$ cat src/rtl/min_cost_tracker.sv
// rtl/min_cost_tracker.sv - sums N_ITEM cost words per candidate and tracks the minimum sum and how many candidates hit it
module min_cost_tracker #(
    parameter int COST_W = 7,
    parameter int N_ITEM = 8,
    parameter int SUM_W  = 10,
    parameter int CNT_W  = 4
) (
    input  logic              CLK,
    input  logic              RST,
    input  logic              clear,
    input  logic              start,
    input  logic              cost_valid,
    input  logic [COST_W-1:0] Cost,
    output logic              busy,
    output logic              done,
    output logic [SUM_W-1:0]  MinCost,
    output logic [CNT_W-1:0]  MatchCount
);

    localparam int IDX_W = (N_ITEM > 1) ? $clog2(N_ITEM) : 1;
    localparam logic [IDX_W-1:0] IDX_LAST = IDX_W'(N_ITEM - 1);

    localparam logic [1:0] S_IDLE = 2'd0;
    localparam logic [1:0] S_ACC  = 2'd1;
    localparam logic [1:0] S_CMP  = 2'd2;
    localparam logic [1:0] S_DONE = 2'd3;

    logic [1:0]       state_q, state_d;
    logic [SUM_W-1:0] acc_q, acc_d;
    logic [IDX_W-1:0] idx_q, idx_d;
    logic [SUM_W-1:0] min_q, min_d;
    logic [CNT_W-1:0] cnt_q, cnt_d;
    logic             minv_q, minv_d;

    logic [SUM_W:0]   acc_sum;
    logic [SUM_W-1:0] acc_sat;
    logic [CNT_W-1:0] cnt_inc;

    // One extra carry bit detects overflow so the accumulator clamps instead of wrapping.
    assign acc_sum = {1'b0, acc_q} + (SUM_W+1)'(Cost);
    assign acc_sat = acc_sum[SUM_W] ? {SUM_W{1'b1}} : acc_sum[SUM_W-1:0];
    assign cnt_inc = (&cnt_q) ? cnt_q : cnt_q + CNT_W'(1);

    always_comb begin
        state_d = state_q;
        acc_d   = acc_q;
        idx_d   = idx_q;
        min_d   = min_q;
        cnt_d   = cnt_q;
        minv_d  = minv_q;
        if (clear) begin
            state_d = S_IDLE;
            acc_d   = '0;
            idx_d   = '0;
            min_d   = {SUM_W{1'b1}};
            cnt_d   = '0;
            minv_d  = 1'b0;
        end else begin
            case (state_q)
                S_IDLE: begin
                    if (start) begin
                        acc_d   = '0;
                        idx_d   = '0;
                        state_d = S_ACC;
                    end
                end
                S_ACC: begin
                    if (cost_valid) begin
                        acc_d = acc_sat;
                        idx_d = idx_q + IDX_W'(1);
                        if (idx_q == IDX_LAST) begin
                            state_d = S_CMP;
                        end
                    end
                end
                S_CMP: begin
                    // min_valid forces the first candidate to load even an all-ones sum.
                    if (!minv_q || (acc_q < min_q)) begin
                        min_d  = acc_q;
                        cnt_d  = CNT_W'(1);
                        minv_d = 1'b1;
                    end else if (acc_q == min_q) begin
                        cnt_d = cnt_inc;
                    end
                    state_d = S_DONE;
                end
                default: begin
                    state_d = S_IDLE;
                end
            endcase
        end
    end

    always_ff @(posedge CLK or posedge RST) begin
        if (RST) begin
            state_q <= S_IDLE;
            acc_q   <= '0;
            idx_q   <= '0;
            min_q   <= {SUM_W{1'b1}};
            cnt_q   <= '0;
            minv_q  <= 1'b0;
        end else begin
            state_q <= state_d;
            acc_q   <= acc_d;
            idx_q   <= idx_d;
            min_q   <= min_d;
            cnt_q   <= cnt_d;
            minv_q  <= minv_d;
        end
    end

    assign busy       = (state_q != S_IDLE);
    assign done       = (state_q == S_DONE);
    assign MinCost    = min_q;
    assign MatchCount = cnt_q;

endmodule

$ cat config.mk
export PLATFORM = sky130hd
export DESIGN_NAME = min_cost_tracker
export DESIGN_NICKNAME = d
export VERILOG_FILES = /design/src/rtl/min_cost_tracker.sv
export SDC_FILE = /design/constraint.sdc
export NUM_CORES = 1
export LEC_CHECK = 0
export BUFFER_PORTS_ARGS = -buffer_cell sky130_fd_sc_hd__buf_2
export CORE_MARGIN = 2
export CORE_UTILIZATION = 35
export CTS_BUF_LIST = sky130_fd_sc_hd__clkbuf_4
export CTS_CLUSTER_DIAMETER = 200
export DETAILED_ROUTE_END_ITERATION = 7
export MAX_ROUTING_LAYER = met4
export PLACE_DENSITY_LB_ADDON = 0.1
export SYNTH_ARGS = -nofsm -noshare
export SYNTH_HDL_FRONTEND = slang
export SYNTH_SLANG_ARGS = --single-unit
export TNS_END_PERCENT = 50
$ cat constraint.sdc
create_clock -name CLK -period 4.5 [get_ports CLK]
set_input_delay 0.9 -clock CLK [delete_from_list [all_inputs] [get_ports CLK]]
set_output_delay 0.9 -clock CLK [all_outputs]
set_load 0.01 [all_outputs]
==> results of run 1 <==
==> cell usage in the layout, fill, tap and decap left out, types with 3 or more instances in the layout <==
master,instances
nand3_1,4
nand2_1,8
nor2_1,21
clkbuf_4,5
inv_1,16
o21ai_1,3
a211oi_1,4
a21o_1,3
buf_2,27
a21oi_2,5
nand4_1,3
nor3_1,3
a21oi_1,3
dfrtp_1,20
ha_1,24
o21ai_0,24
dfstp_2,10
o21a_1,4
nand4b_1,3
a22o_1,8
o21bai_1,5
o22ai_1,3
xnor2_1,3
o211ai_1,6
==> cells by family after synthesis <==
family / synth area share, %
simple gates: 13.28
xor+xnor: 1.256
fa+ha+maj: 15.31
compound gates: 27.75
mux: 1.674
buf+inv: 4.246
flops: 36.48
==> layout make-up <==
| cell class | instances | area, um2 |
|---|---|---|
| inverters | 16 | 60.06 |
| fillers | 590 | 3490 |
| clock buffers | 5 | 37.54 |
| clock inverters | 3 | 16.27 |
| repair buffers | 29 | 150.1 |
| well taps | 75 | 93.84 |
| multi-input cells | 165 | 1240 |
| flip-flops and latches | 30 | 763.2 |
==> power groups by stage <==
stage	logic, mW	registers, mW	clock network, mW
after floorplan	0.267	0.396	0
after global placement	0.380	0.393	0
after detailed placement	0.380	0.392	0
after CTS	0.382	0.388	0.165
after global routing	0.436	0.395	0.180
final	0.376	0.387	0.156
==> sequential cells by signal, summed over array words and instances (netlist names) <==
register    count
acc_q          10
idx_q           3
MinCost        10
minv_q          1
state_q         2
MatchCount      4
==> through the flow <==
stage,instance area (um2),hold slack [ns],setup slack (ns),total power [mW]
floorplan,2092,0.4632,1.831,0.6629
global placement,2307,0.4891,1.527,0.7729
detailed placement,2307,0.4906,1.472,0.7721
CTS,2361,0.5050,1.840,0.9355
global route,2361,0.5330,1.667,1.012
finish,2361,0.4943,1.823,0.9188
==> worst max-delay path by stage <==
stage,start,end,cells past startpoint
after floorplan,Cost[0],acc_q[6]$_DFFE_PP0P_,7
after detailed placement,Cost[0],acc_q[6]$_DFFE_PP0P_,8
after CTS,Cost[0],acc_q[6]$_DFFE_PP0P_,8
after global routing,Cost[0],acc_q[2]$_DFFE_PP0P_,8
after global placement,Cost[0],acc_q[6]$_DFFE_PP0P_,8
final,Cost[0],acc_q[6]$_DFFE_PP0P_,8
==> worst reg2reg max path: stages (launching register included) <==
cell and delay, ns:
dfrtp_1 0.44, ha_1 0.24, fa_1 0.44, a211oi_2 0.33
o21ai_1 0.13, a21oi_2 0.39, nor3_1 0.12, a221o_1 0.27
==> layer usage <==
| layer | routed length, um | global-route usage, % | up-vias |
|---|---|---|---|
| met5 | 0 | - | - |
| met4 | 48 | 4.068 | 0 |
| met3 | 141 | 3.778 | 4 |
| met2 | 2290 | 27.87 | 25 |
| met1 | 2283 | 20.45 | 813 |
| li1 | - | - | 875 |
==> results.sh, run 1 <==
export IMPL_switchingPower_mw=0.3623
export IMPL_overflow=0
export IMPL_dieWidth_um=81.31
export IMPL_area_growth_pct=12.86
export IMPL_timing_rr_start="acc_q[0]$_DFFE_PP0P_"
export IMPL_startpoint_type="input pin"
export IMPL_power_share_switching_pct=39.44
export IMPL_synth_area_um2=2092
export IMPL_async_flop_share_pct=100.0
export IMPL_num_vias=1717
export IMPL_worst_path_buf_inv=1
export IMPL_clockBufferDepth=2
export IMPL_gp_congestion=0.7523
export IMPL_start_util_pct=35.76
export IMPL_worstReg2RegEnd="acc_q[6]$_DFFE_PP0P_"
export IMPL_grt_max_degree=31
export IMPL_cp_end_kind="flop"
export IMPL_netlist_area_leader_share_pct=23.92
export IMPL_cts_buffers=5
export IMPL_drc=0
export IMPL_arrival_ns=2.90
export IMPL_worst_pin_slew_ns=0.8740
export IMPL_final_setup_tns_ns=0
export IMPL_fin_skew_ns=0.004772
export IMPL_die_area_um2=6611
export IMPL_routed_wirelength_mm=4.763
export IMPL_p_per_area_nw_per_um2=389.1
export IMPL_postRouteAntennaNets=0
export IMPL_leakage_nw=1.100
export IMPL_period_needed_ns=2.677
export IMPL_min_delay_start="idx_q[0]$_DFFE_PP0P_"
export IMPL_slowest_delay_ns=0.44
export IMPL_dp_hpwl_mm=3.455
export IMPL_rr_worst_depth=7
export IMPL_grt_pass1_vias=1729
export IMPL_pin_count=28
export IMPL_cpLargestDelayFamily="compound AO/OA/AOI/OAI gates"
export IMPL_relSlewSlack_pct=41.73
export IMPL_synth_avg_cell_area_um2=9.641
export IMPL_holdPathEnd="idx_q[0]$_DFFE_PP0P_"
export IMPL_reg2reg_slack_ns=2.03
export IMPL_maxSlewViolCount=0
export IMPL_cp_max_fo=9
export IMPL_combPwrFrac_pct=40.9
export IMPL_grt_pass1_wl_mm=8.252
export IMPL_worstSkewPairLatency_ns=0.33
export IMPL_setup_viol_count_final=0
export IMPL_worstPathCellList="buf_2 > ha_1 > fa_1 > a211oi_2 > o21ai_1 > a21oi_2 > nor3_1 > a221o_1"
export IMPL_cap_violations=0
export IMPL_cts_resized=0
export IMPL_rsz0062_at_grt="false"
export IMPL_cts_setup_buffers=0
export IMPL_required_ns=4.72
export IMPL_irDropWorstVdd_mv=0.1586
export IMPL_hold_viol_final=0
export IMPL_avgRoutedWirePerCell_um=14.75
export IMPL_finalCritPeriodShare_pct=59.49
export IMPL_synth_top_cell_by_area="dfrtp_1"
export IMPL_antenna_found_initial=0
export IMPL_fin_nets=284
export IMPL_drt_iter0_markers=83
export IMPL_avgViaCountPerCell=5.316
export IMPL_drt_pass1_iter_count=4
export IMPL_synth_top_flop_cell="dfrtp_1"
export IMPL_clk_pin_slew_ns=0.10
export IMPL_ys_seq_elements=30
export IMPL_min_path_cells=1
export IMPL_slowest_stage="fa_1"
export IMPL_h_tree_depth=2
export IMPL_clock_sinks=30
export IMPL_core_area_um2=5851
export IMPL_hp_class="flop to flop"
export IMPL_io_buffers=27
export IMPL_synth_warnings=0
export IMPL_ys_top_cells_by_count="ha_1, o21ai_0, nor2_1"
export IMPL_fin_cells=323
export IMPL_fin_util_pct=40.36
export IMPL_diodes=0
export IMPL_hold_buffers=0
export IMPL_rows=28
export IMPL_synth_cell_types=50
export IMPL_syn_nets=254
export IMPL_synth_area_leaders="dfrtp_1, ha_1, dfstp_2, o21ai_0, nor2_1"
export IMPL_synth_edf_count=0
export IMPL_internal_power_mw=0.5564
export IMPL_p_clk_share_pct=17.0
export IMPL_ys_seq_area_share_pct=36.48
export IMPL_dp_cells=315
export IMPL_p_seq_share_pct=42.1
export IMPL_setup_worst_path_class="input pin to flop"
export IMPL_cts_root_buf="clkbuf_4"
export IMPL_cts_tree="yes"
export IMPL_status="complete, no violations"
export IMPL_die_y_um=81.31
export IMPL_max_clock_freq_mhz=373.6
export IMPL_synthCells=217
export IMPL_layout_drive_gt1_share_pct=24.19
export IMPL_track_usage_pct=16.70
Note: power is estimated with default switching activity, not from simulation.
==> run 2, diff against run 1 <==
==> constraint.sdc (replaced) <==
create_clock -name CLK -period 2.5 [get_ports CLK]
set_input_delay 0.5 -clock CLK [delete_from_list [all_inputs] [get_ports CLK]]
set_output_delay 0.5 -clock CLK [all_outputs]
set_load 0.01 [all_outputs]
==> results.sh, run 2 (synthesized netlist as in run 1, its figures left out) <==
export IMPL_status="complete, no violations"
export IMPL_setup_viol_count_final=0
export IMPL_grt_max_degree=31
export IMPL_drc=0
export IMPL_layout_drive_gt1_share_pct=27.13
export IMPL_fill_cells=594
export IMPL_area_growth_pct=16.45
export IMPL_max_clock_freq_mhz=446.9
export IMPL_fin_ws_ns=0.2623
export IMPL_final_setup_tns_ns=0
export IMPL_clock_sinks=30
export IMPL_fin_util_pct=41.64
export IMPL_h_tree_depth=2
export IMPL_period_needed_ns=2.238
export IMPL_maxSlewViolCount=0
export IMPL_final_common_cell="buf_2"
export IMPL_avgRoutedWirePerCell_um=13.86
export IMPL_design_area_um2=2436
export IMPL_pin_count=28
export IMPL_diodes=0
export IMPL_drt_iter0_markers=29
export IMPL_cts_resized=0
export IMPL_setup_worst_path_class="flop to flop"
export IMPL_worstSkewPairLatency_ns=0.33
export IMPL_placed_cell_area_um2=2382
export IMPL_die_y_um=81.31
export IMPL_clk_pin_slew_ns=0.10
export IMPL_cts_tree="yes"
export IMPL_layout_common_cells="buf_2, o21ai_0, ha_1"
export IMPL_fin_nets=294
export IMPL_hp_class="input pin to async pin"
export IMPL_dieWidth_um=81.31
export IMPL_leakage_nw=1.156
export IMPL_postRouteAntennaNets=0
export IMPL_worst_pin_slew_ns=0.4988
export IMPL_clockBufferDepth=2
export IMPL_hold_viol_final=0
export IMPL_finalCritPeriodShare_pct=89.51
export IMPL_die_area_um2=6611
export IMPL_grt_pass1_vias=1726
export IMPL_startpoint_type="flop"
export IMPL_drt_pass1_iter_count=6
export IMPL_irDropWorstVdd_mv=0.2175
export IMPL_routed_wirelength_mm=4.616
export IMPL_cts_buffers=5
export IMPL_start_util_pct=35.76
export IMPL_antenna_found_initial=0
export IMPL_fin_skew_ns=0.008357
export IMPL_required_ns=2.71
export IMPL_dp_slack_ns=0.04320
export IMPL_io_buffers=27
export IMPL_cp_max_fo=5
export IMPL_cp_end_kind="flop"
export IMPL_core_area_um2=5851
export IMPL_avgViaCountPerCell=5.348
export IMPL_cts_root_buf="clkbuf_4"
export IMPL_track_usage_pct=16.07
export IMPL_rows=28
export IMPL_p_per_area_nw_per_um2=687.3
export IMPL_cts_setup_buffers=0
export IMPL_cap_violations=0
export IMPL_grt_pass1_wl_mm=8.045
export IMPL_gp_congestion=0.7491
export IMPL_relSlewSlack_pct=66.60
export IMPL_arrival_ns=2.45
export IMPL_rsz0062_at_grt="false"
export IMPL_num_vias=1781
export IMPL_overflow=0
export IMPL_hold_buffers=0
export IMPL_dp_hpwl_mm=3.533
==> run 2: cell types whose count changed in the layout (fill, tap and decap cells not counted) <==
cell / before / now
clkbuf_4: 5 / 6
buf_4: 2 / 12
clkinvlp_4: 1 / 0
==> run 2: final timing paths <==
path                                              from                        end  slack [ns]  cells after the start
worst max register to register  MinCost[8]$_DFFE_PP1P_  MatchCount[0]$_DFFE_PP0P_        0.26                      7
worst min register to register    idx_q[0]$_DFFE_PP0P_       idx_q[0]$_DFFE_PP0P_        0.50                      1
worst min-delay path                               RST  MatchCount[3]$_DFFE_PP0P_        0.23                      3
max in group asynchronous                          RST     MinCost[4]$_DFFE_PP1P_        1.94                      3
worst max-delay path            MinCost[8]$_DFFE_PP1P_  MatchCount[0]$_DFFE_PP0P_        0.26                      7
min in group CLK                  idx_q[0]$_DFFE_PP0P_       idx_q[0]$_DFFE_PP0P_        0.50                      1
==> run 2: per-layer routing <==
layer / vias up / global-route usage (%) / wire length [um]
li1: 890 / - / -
met1: 856 / 19.75 / 2203
met2: 29 / 25.98 / 2218
met3: 6 / 3.667 / 127
met4: 0 / 5.424 / 67
met5: - / - / 0
==> run 2: cell type report <==
type	instances	area [um2]	share of cell area, %
multi-input cells	165	1240	50.90
flip-flops and latches	30	763.2	31.33
well taps	75	93.84	3.852
inverters	16	60.06	2.465
clock buffers	6	45.04	1.849
repair buffers	39	225.2	9.245
clock inverters	2	8.758	0.3595
==> run 2: critical path: stages (launching register included) <==
cell and delay [ns]:
dfstp_2 0.55, inv_1 0.04, ha_1 0.30, nand4_2 0.20, a211o_1 0.32, a21o_1 0.19, a21oi_2 0.20, mux2_4 0.31
==> run 2: per-stage QoR <==
stage	power, mW	instances	hold WS, ns
final	1.674	333	0.2294
after global routing	1.842	333	0.2463
after CTS	1.704	333	0.2341
after detailed placement	1.410	325	0.4952
after global placement	1.408	325	0.4896
after floorplan	1.193	217	0.4632
==> run 2: power by group <==
group	leakage (nW)	internal (mW)	switching, mW
sequential	0.379	0.610	0.0805
combinational	0.744	0.305	0.396
clock	0.0331	0.116	0.167
==> run 3, diff against run 2 <==
==> constraint.sdc (replaced) <==
create_clock -name CLK -period 1.8 [get_ports CLK]
set_input_delay 0.36 -clock CLK [delete_from_list [all_inputs] [get_ports CLK]]
set_output_delay 0.36 -clock CLK [all_outputs]
set_load 0.01 [all_outputs]
==> results.sh, run 3 (synthesized netlist as in run 1, its figures left out) <==
export IMPL_status="finished with violations"
export IMPL_violations="negative setup slack"
export IMPL_worstPathCellList="inv_1 > ha_1 > nand2_1 > o21a_1 > o32a_1 > a21oi_2 > mux2_4"
export IMPL_dieWidth_um=81.31
export IMPL_design_area_um2=2922
export IMPL_cts_tree="yes"
export IMPL_required_ns=2.01
export IMPL_p_per_area_nw_per_um2=944.4
export IMPL_relSlewSlack_pct=74.07
export IMPL_track_usage_pct=17.35
export IMPL_die_area_um2=6611
export IMPL_slowest_delay_ns=0.55
export IMPL_drt_iter0_markers=80
export IMPL_num_vias=1921
export IMPL_setup_viol_count_final=24
export IMPL_hp_class="input pin to async pin"
export IMPL_avgRoutedWirePerCell_um=13.55
export IMPL_slowest_stage="dfstp_2"
export IMPL_cpLargestDelayFamily="compound AO/OA/AOI/OAI gates"
export IMPL_hold_viol_final=0
export IMPL_core_area_um2=5851
export IMPL_placed_cell_area_um2=2795
export IMPL_io_buffers=27
export IMPL_avgViaCountPerCell=5.069
export IMPL_drc=0
export IMPL_period_needed_ns=2.104
export IMPL_fin_util_pct=49.94
export IMPL_die_y_um=81.31
export IMPL_grt_pass1_vias=1852
export IMPL_clockBufferDepth=2
export IMPL_cts_buffers=5
export IMPL_overflow=0
export IMPL_worstSkewPairLatency_ns=0.33
export IMPL_grt_max_degree=31
export IMPL_fin_nets=340
export IMPL_cp_end_kind="flop"
export IMPL_maxSlewViolCount=0
export IMPL_layout_common_cells="buf_4, buf_2, nor2_1"
export IMPL_reg2reg_slack_ns=-0.30
export IMPL_clk_pin_slew_ns=0.11
export IMPL_rsz0062_at_grt="true"
export IMPL_diodes=0
export IMPL_h_tree_depth=2
export IMPL_cap_violations=0
export IMPL_antenna_found_initial=0
export IMPL_final_common_cell="buf_4"
export IMPL_arrival_ns=2.31
export IMPL_rows=28
export IMPL_clock_sinks=30
export IMPL_gp_congestion=0.8205
export IMPL_fin_ws_ns=-0.3039
export IMPL_area_growth_pct=39.65
export IMPL_cp_max_fo=3
export IMPL_finalCritPeriodShare_pct=116.9
export IMPL_routed_wirelength_mm=5.134
export IMPL_drt_pass1_iter_count=4
export IMPL_start_util_pct=35.76
export IMPL_worst_pin_slew_ns=0.3890
export IMPL_irDropWorstVdd_mv=0.4424
export IMPL_grt_pass1_wl_mm=8.562
export IMPL_dp_hpwl_mm=4.129
export IMPL_postRouteAntennaNets=0
export IMPL_fin_skew_ns=0.01953
export IMPL_fin_hold_ws_ns=0.07529
export IMPL_startpoint_type="flop"
export IMPL_cts_root_buf="clkbuf_4"
export IMPL_worst_path_buf_inv=1
export IMPL_pin_count=28
export IMPL_max_clock_freq_mhz=475.3
export IMPL_layout_drive_gt1_share_pct=44.08
export IMPL_leakage_nw=1.380
export IMPL_setup_worst_path_class="flop to flop"
run 3: cell count changes in the layout (fill, tap and decap cells not counted), moves of 3 or more:
cell | previous run | this run
o21ai_1 | 3 | 17
buf_4 | 12 | 56
ha_1 | 24 | 18
inv_2 | 0 | 5
ha_4 | 0 | 6
inv_1 | 16 | 11
o21ai_0 | 24 | 7
o21ai_2 | 0 | 3
run 3: path summary, 6_finish.rpt:
check	start	endpoint	cells after the start
worst min-delay path	RST	acc_q[3]$_DFFE_PP0P_	3
worst max-delay path	MinCost[4]$_DFFE_PP1P_	MatchCount[0]$_DFFE_PP0P_	7
worst min register to register	MinCost[4]$_DFFE_PP1P_	MinCost[4]$_DFFE_PP1P_	2
worst max register to register	MinCost[4]$_DFFE_PP1P_	MatchCount[0]$_DFFE_PP0P_	7
max in group asynchronous	RST	MinCost[8]$_DFFE_PP1P_	3
min in group CLK	clear	minv_q$_DFFE_PP0P_	2
run 3: power by group:
group          internal (mW)  switching (mW)  leakage, nW
logic                  0.731           0.689        0.969
registers              0.847          0.0985        0.378
clock network          0.162           0.232       0.0331
run 3: worst min-delay path, stage by stage:
cell and delay, ns:
buf_2 0.09, inv_1 0.04, buf_4 0.34
run 3: per-stage QoR:
stage | cells | worst slack [ns] | power, mW | setup TNS [ns]
after floorplan | 217 | -0.2903 | 1.734 | -3.543
after global placement | 367 | -0.3170 | 2.327 | -5.230
after detailed placement | 367 | -0.3465 | 2.338 | -5.897
after CTS | 377 | -0.3176 | 2.796 | -5.076
after global routing | 379 | -0.4249 | 2.992 | -7.591
final | 379 | -0.3039 | 2.759 | -4.727
run 3: repair_timing:
action                     in CTS  in global routing
setup buffers                   2                  2
hold buffers                    0                  0
pin swaps                      15                  7
cloned                          0                  0
gates resized for setup        21                  5
setup endpoints to repair      24                 24
run 3: cell type report:
cell class | instances | area [um2]
Sequential cell | 30 | 764.5
Multi-Input combinational cell | 165 | 1371
Tap cell | 75 | 93.84
Clock buffer | 6 | 45.04
Timing Repair Buffer | 85 | 578.1
Clock inverter | 2 | 8.758
Inverter | 16 | 60.06
Fill cell | 545 | 2929
run 3: layer usage:
| metal | track usage, % | part of all wire, % | up-vias |
|---|---|---|---|
| li1 | - | - | 983 |
| met4 | 5.085 | 0.93 | 0 |
| met1 | 22.25 | 49 | 902 |
| met2 | 28.52 | 47 | 32 |
| met5 | - | 0 | - |
| met3 | 2.333 | 2.4 | 4 |
